==> config.mk <==
export PLATFORM = sky130hd
export DESIGN_NAME = fft_frame_sched
export DESIGN_NICKNAME = d
export VERILOG_FILES = /design/src/rtl/fft_frame_sched.sv
export SDC_FILE = /design/constraint.sdc
export NUM_CORES = 1
export LEC_CHECK = 0
export CORE_MARGIN = 2
export CORE_UTILIZATION = 33
export DETAILED_ROUTE_END_ITERATION = 10
export PLACE_DENSITY = 0.81
export SLEW_MARGIN = 20
export SYNTH_ARGS = -nofsm -noshare
export SYNTH_HDL_FRONTEND = slang
export SYNTH_SLANG_ARGS = --single-unit
==> constraint.sdc <==
create_clock -name i_clk -period 2.33 [get_ports i_clk]
set_input_delay 0.466 -clock i_clk [delete_from_list [all_inputs] [get_ports i_clk]]
set_output_delay 0.466 -clock i_clk [all_outputs]
set_load 0.02 [all_outputs]
==> src/rtl/fft_frame_sched.sv <==
// rtl/fft_frame_sched.sv - two-requester frame scheduler in front of a shared fft_ifft core
//
// Ports:
//   i_clk, i_rst                      clock, synchronous active-high reset
//   i_fwd_req/valid/xI/xQ             forward (F) requester request and sample stream
//   o_fwd_gnt, o_fwd_ready            F owns the core / F sample accepted this cycle
//   i_inv_req/valid/xI/xQ             inverse (V) requester request and sample stream
//   o_inv_gnt, o_inv_ready            V owns the core / V sample accepted this cycle
//   o_core_valid/xI/xQ/inverse        shared core input drive
//   i_core_ready/start/valid/yI/yQ    shared core status and result stream
//   o_fwd_ovalid, o_inv_ovalid        result destination strobes (registered)
//   o_yI, o_yQ                        result data, core data delayed one cycle
//   o_busy                            scheduler not idle or results still owed

module fft_frame_sched_tag_fifo (
  input  logic i_clk,
  input  logic i_rst,
  input  logic i_push,
  input  logic i_push_tag,
  input  logic i_pop,
  output logic o_head,
  output logic o_empty,
  output logic o_full
);
  // Two-entry shift queue: ent0 is always the head.
  logic       ent0_q, ent0_d;
  logic       ent1_q, ent1_d;
  logic [1:0] cnt_q, cnt_d;
  logic       do_push, do_pop;

  assign o_head  = ent0_q;
  assign o_empty = (cnt_q == 2'd0);
  assign o_full  = (cnt_q == 2'd2);
  assign do_pop  = i_pop & ~o_empty;
  assign do_push = i_push & (~o_full | do_pop);

  always_comb begin
    ent0_d = ent0_q;
    ent1_d = ent1_q;
    cnt_d  = cnt_q;
    if (do_push && do_pop) begin
      if (cnt_q == 2'd1) begin
        ent0_d = i_push_tag;
      end else begin
        ent0_d = ent1_q;
        ent1_d = i_push_tag;
      end
    end else if (do_push) begin
      if (cnt_q == 2'd0) ent0_d = i_push_tag;
      else               ent1_d = i_push_tag;
      cnt_d = cnt_q + 2'd1;
    end else if (do_pop) begin
      ent0_d = ent1_q;
      cnt_d  = cnt_q - 2'd1;
    end
  end

  always_ff @(posedge i_clk) begin
    if (i_rst) begin
      ent0_q <= 1'b0;
      ent1_q <= 1'b0;
      cnt_q  <= 2'd0;
    end else begin
      ent0_q <= ent0_d;
      ent1_q <= ent1_d;
      cnt_q  <= cnt_d;
    end
  end
endmodule

module fft_frame_sched #(
  parameter int NFFT = 32,
  parameter int LOGN = 5,
  parameter int NB   = 17
) (
  input  logic                 i_clk,
  input  logic                 i_rst,
  input  logic                 i_fwd_req,
  input  logic                 i_fwd_valid,
  input  logic signed [NB-1:0] i_fwd_xI,
  input  logic signed [NB-1:0] i_fwd_xQ,
  output logic                 o_fwd_gnt,
  output logic                 o_fwd_ready,
  input  logic                 i_inv_req,
  input  logic                 i_inv_valid,
  input  logic signed [NB-1:0] i_inv_xI,
  input  logic signed [NB-1:0] i_inv_xQ,
  output logic                 o_inv_gnt,
  output logic                 o_inv_ready,
  output logic                 o_core_valid,
  output logic signed [NB-1:0] o_core_xI,
  output logic signed [NB-1:0] o_core_xQ,
  output logic                 o_core_inverse,
  input  logic                 i_core_ready,
  input  logic                 i_core_start,
  input  logic                 i_core_valid,
  input  logic signed [NB-1:0] i_core_yI,
  input  logic signed [NB-1:0] i_core_yQ,
  output logic                 o_fwd_ovalid,
  output logic                 o_inv_ovalid,
  output logic signed [NB-1:0] o_yI,
  output logic signed [NB-1:0] o_yQ,
  output logic                 o_busy
);
  localparam logic [LOGN:0] CNT_LAST = (LOGN+1)'(NFFT - 1);

  typedef enum logic [1:0] {ST_IDLE, ST_LOAD_F, ST_LOAD_V} state_t;

  state_t           state_q, state_d;
  logic [LOGN:0]    in_cnt_q, in_cnt_d;
  logic [LOGN:0]    out_cnt_q, out_cnt_d;
  logic             rr_inv_q, rr_inv_d;   // 1: V wins the next tie
  logic             err_sync_q, err_sync_d;
  logic             fwd_ov_q, fwd_ov_d;
  logic             inv_ov_q, inv_ov_d;
  logic [NB-1:0]    yi_q, yi_d;
  logic [NB-1:0]    yq_q, yq_d;

  logic gnt_f, gnt_v, xfer, in_last, route, out_last;
  logic fifo_head, fifo_empty, fifo_full;

  assign gnt_f = (state_q == ST_LOAD_F);
  assign gnt_v = (state_q == ST_LOAD_V);

  assign o_fwd_gnt      = gnt_f;
  assign o_inv_gnt      = gnt_v;
  assign o_fwd_ready    = gnt_f & i_core_ready;
  assign o_inv_ready    = gnt_v & i_core_ready;
  assign xfer           = ((gnt_f & i_fwd_valid) | (gnt_v & i_inv_valid)) & i_core_ready;
  assign o_core_valid   = xfer;
  assign o_core_xI      = gnt_f ? i_fwd_xI : (gnt_v ? i_inv_xI : '0);
  assign o_core_xQ      = gnt_f ? i_fwd_xQ : (gnt_v ? i_inv_xQ : '0);
  assign o_core_inverse = gnt_v;

  assign in_last  = xfer & (in_cnt_q == CNT_LAST);
  // Results with no frame owed are dropped; only owed results are routed.
  assign route    = i_core_valid & ~fifo_empty;
  assign out_last = route & (out_cnt_q == CNT_LAST);

  assign o_fwd_ovalid = fwd_ov_q;
  assign o_inv_ovalid = inv_ov_q;
  assign o_yI         = yi_q;
  assign o_yQ         = yq_q;
  assign o_busy       = (state_q != ST_IDLE) | ~fifo_empty;

  fft_frame_sched_tag_fifo u_tag_fifo (
    .i_clk      (i_clk),
    .i_rst      (i_rst),
    .i_push     (in_last),
    .i_push_tag (gnt_v),
    .i_pop      (out_last),
    .o_head     (fifo_head),
    .o_empty    (fifo_empty),
    .o_full     (fifo_full)
  );

  always_comb begin
    state_d    = state_q;
    in_cnt_d   = in_cnt_q;
    out_cnt_d  = out_cnt_q;
    rr_inv_d   = rr_inv_q;
    err_sync_d = err_sync_q;

    case (state_q)
      ST_IDLE: begin
        // A full tag FIFO means two frames are still owed; hold off new grants.
        if (!fifo_full) begin
          if (i_fwd_req && (!i_inv_req || !rr_inv_q)) begin
            state_d  = ST_LOAD_F;
            rr_inv_d = 1'b1;
          end else if (i_inv_req) begin
            state_d  = ST_LOAD_V;
            rr_inv_d = 1'b0;
          end
        end
      end
      ST_LOAD_F, ST_LOAD_V: begin
        if (in_last) state_d = ST_IDLE;
      end
      default: state_d = ST_IDLE;
    endcase

    if (in_last)   in_cnt_d = '0;
    else if (xfer) in_cnt_d = in_cnt_q + 1'b1;

    if (out_last)   out_cnt_d = '0;
    else if (route) out_cnt_d = out_cnt_q + 1'b1;

    if ((i_core_start && out_cnt_q != '0) || (i_core_valid && fifo_empty))
      err_sync_d = 1'b1;

    fwd_ov_d = route & ~fifo_head;
    inv_ov_d = route & fifo_head;
    yi_d     = i_core_yI;
    yq_d     = i_core_yQ;
  end

  always_ff @(posedge i_clk) begin
    if (i_rst) begin
      state_q    <= ST_IDLE;
      in_cnt_q   <= '0;
      out_cnt_q  <= '0;
      rr_inv_q   <= 1'b0;
      err_sync_q <= 1'b0;
      fwd_ov_q   <= 1'b0;
      inv_ov_q   <= 1'b0;
      yi_q       <= '0;
      yq_q       <= '0;
    end else begin
      state_q    <= state_d;
      in_cnt_q   <= in_cnt_d;
      out_cnt_q  <= out_cnt_d;
      rr_inv_q   <= rr_inv_d;
      err_sync_q <= err_sync_d;
      fwd_ov_q   <= fwd_ov_d;
      inv_ov_q   <= inv_ov_d;
      yi_q       <= yi_d;
      yq_q       <= yq_d;
    end
  end
endmodule

==> impl_metrics.toml <==
[outcome]
outcome = "complete, no violations"

[floorplanning]
initial_core_util = 0.343
die_y_um = 88.5
rows = 30
die_w_um = 88.5
coreArea_um2 = 6870
dieArea_um2 = 7830
io_pins = 188

[grt]
antenna_found_initial = 0
top_usage_layer = "met2"
grt_max_degree = 34
gr-usage-all-layers = 0.175
grt_use_met1 = 0.216
use_met3 = 0.0466
grt_pass1_wl_mm = 10.8
grt_pass1_vias = 2325
overflow = 0
met2_usage = 0.310

[critical_path]
cp.required_ns = 1.86
r2r-end = "u_tag_fifo.ent1_q"
crit_fanout = 4
start_kind = "input pin"
worstPathArrival_ns = 1.80
reg2reg_from = "state_q[0]"
worstRegToRegCells = 11
critPathKind = "in2out"
end_kind = "output port"
regToRegSetupSlack_ns = 0.12

[synthesis]
post_synth.cell_area_avg_um2 = 9.62
synth-async-reset-ratio = 0
synth_cell_types = 38
synth-seq-area-share = 0.467
synth-edff-count = 0
syn_area_um2 = 2360
synth_seq_cells = 55
mappedNetlistNets = 365
yosys_warnings = 0
netlist_instances = 245
ys.flop_type = "dfxtp_1"

[clock_network]
path_clk_slew_ns = 0.09
hold_buffers = 0
clock_path_buffers = 2
numCtsBuffers = 5
cts_max_level = 2
ctsRootBufferMaster = "clkbuf_8"
clock_sinks = 55
clk_latency_ns = 0.29
cts_tree = "built"

[route]
drtIter0Drc = 50
drc = 0
wl_mm = 7.79
via_count = 2463
first_pass_iters = 5
ant_nets = 0
wl_per_cell_um = 14.5
vias_per_cell = 4.57

[sta]
slew_violations = 0
rsz0062_at_grt = "true"
timing.final.crit_share = 0.972
finalSetupViolations = 0
fin_crit_ns = 2.27
clock.fmax_mhz = 441
relSlewSlack = 0.642
skew_ns = 0.00514
setup_tns_ns = 0
tightest_slew_ns = 0.533
hold_violations = 0

[job]
maxCapViolations = 0

[finish]
antenna_cells = 0
nNetsFinal = 562
final_common_cell = "clkdlybuf4s50_1"
syn2layout_area_growth_pct = 88.4
layout_common_cells = "clkdlybuf4s50_1, dfxtp_1, nor2b_1"
fill_cells = 567
utilization = 0.646
final_layout_size_suffix_gt1_frac = 0.151

[power_and_ir_drop]
p_leak_nw = 1.78
power_density_nw_per_um2 = 556
p_switching_mw = 0.756
swShare = 0.306
pwr-share-clk = 0.215
ir_worst_vdd_uv = 454
combPwrFrac = 0.380
intPower_mw = 1.71
seqPwrFrac = 0.405

[placement]
place_congestion = 0.807
place_hpwl_mm = 6.23
port_buffers = 186

[worst_hold_path]
hold_start = "u_tag_fifo.o_head"
whs_path_depth = 1
holdPathEnd = "o_fwd_ovalid"
hold_path.class = "reg2reg"
## critical path: stages
cell             delay [ns]
clkdlybuf4s50_1        0.53
and2_1                 0.19
clkdlybuf4s50_1        0.61
## logic make-up (layout without fill, tap and decap cells)
family / after synthesis / after routing / synth area share
XOR/XNOR: 10 / 10 / 0.0372
AO/OA/AOI/OAI: 52 / 52 / 0.179
adder cells (fa/ha/maj): 9 / 9 / 0.0478
flip-flops: 55 / 55 / 0.467
AND/OR/NAND/NOR: 96 / 96 / 0.222
buffers and inverters: 20 / 218 / 0.0340
multiplexers: 3 / 3 / 0.0127
## power groups by stage
stage,sequential [mW],combinational [mW],clock (mW)
floorplan,1.06,0.406,0
global placement,1.02,0.974,0
detailed placement,1.02,0.986,0
CTS,0.999,0.943,0.549
global route,1.00,0.996,0.593
finish,0.999,0.939,0.531
## stage by stage
step           power (mW)  setup slack [ns]  std cells  hold WS, ns  area [um2]
2_1_floorplan        1.46             0.109        245        0.416        2360
3_3_place_gp         1.99            -0.207        529        0.441        4410
3_5_place_dp         2.01            -0.246        529        0.447        4410
4_1_cts              2.49            0.0125        537        0.460        4510
5_1_grt              2.59          -0.00530        539        0.486        4440
6_report             2.47            0.0644        539        0.456        4440
## state kept, by name, summed over array words and instances (netlist names)
| name | flops |
|---|---|
| o_yI | 17 |
| o_yQ | 17 |
| in_cnt_q | 6 |
| out_cnt_q | 6 |
| state_q | 2 |
| u_tag_fifo.cnt_q | 2 |
| o_fwd_ovalid | 1 |
| o_inv_ovalid | 1 |
| rr_inv_q | 1 |
| u_tag_fifo.ent1_q | 1 |
| u_tag_fifo.o_head | 1 |
## cell usage after synthesis (5+ instances only)
cell	count	share of area
a21oi_1	6	0.013
a22o_1	34	0.13
clkbuf_1	11	0.018
dfxtp_1	55	0.47
ha_1	9	0.048
inv_1	6	0.0096
nand2_1	15	0.024
nor2_1	17	0.027
nor2b_1	36	0.096
nor3_1	9	0.019
xnor2_1	5	0.019
xor2_1	5	0.019
## timing repair
action / 4_1_cts / 5_1_grt
setup endpoints to repair: 35 / 36
gates resized for setup: 69 / 40
gates cloned: 0 / 1
buffers inserted: 0 / 1
## how the worst max path moves through the flow
stage / startpoint / end / slack, ns / depth (start not counted)
2_1_floorplan: state_q[0] / u_tag_fifo.ent1_q / 0.11 / 10
3_3_place_gp: i_core_ready / o_core_valid / -0.21 / 4
3_5_place_dp: i_core_ready / o_core_valid / -0.25 / 4
4_1_cts: state_q[0] / o_core_xQ[7] / 0.01 / 6
5_1_grt: state_q[1] / o_core_xI[11] / -0.005 / 6
6_report: i_core_ready / o_inv_ready / 0.06 / 3
## metal layers
layer | wire, um | vias to the layer above
li1 | - | 1247
met3 | 393 | 4
met5 | 0 | -
met1 | 3300 | 1143
met4 | 43 | 0
met2 | 4050 | 69
## layout make-up
cell class                 instances  area, um2  area share
multi-input combinational        170       1190       0.268
sequential                        55       1100       0.248
clock buffer                       7       86.3      0.0195
inverter                           6       22.5     0.00507
clock inverter                     1       8.76     0.00197
timing repair buffer             204       1910       0.430
tap                               96        120      0.0271
Note: power is estimated with default switching activity, not from simulation.
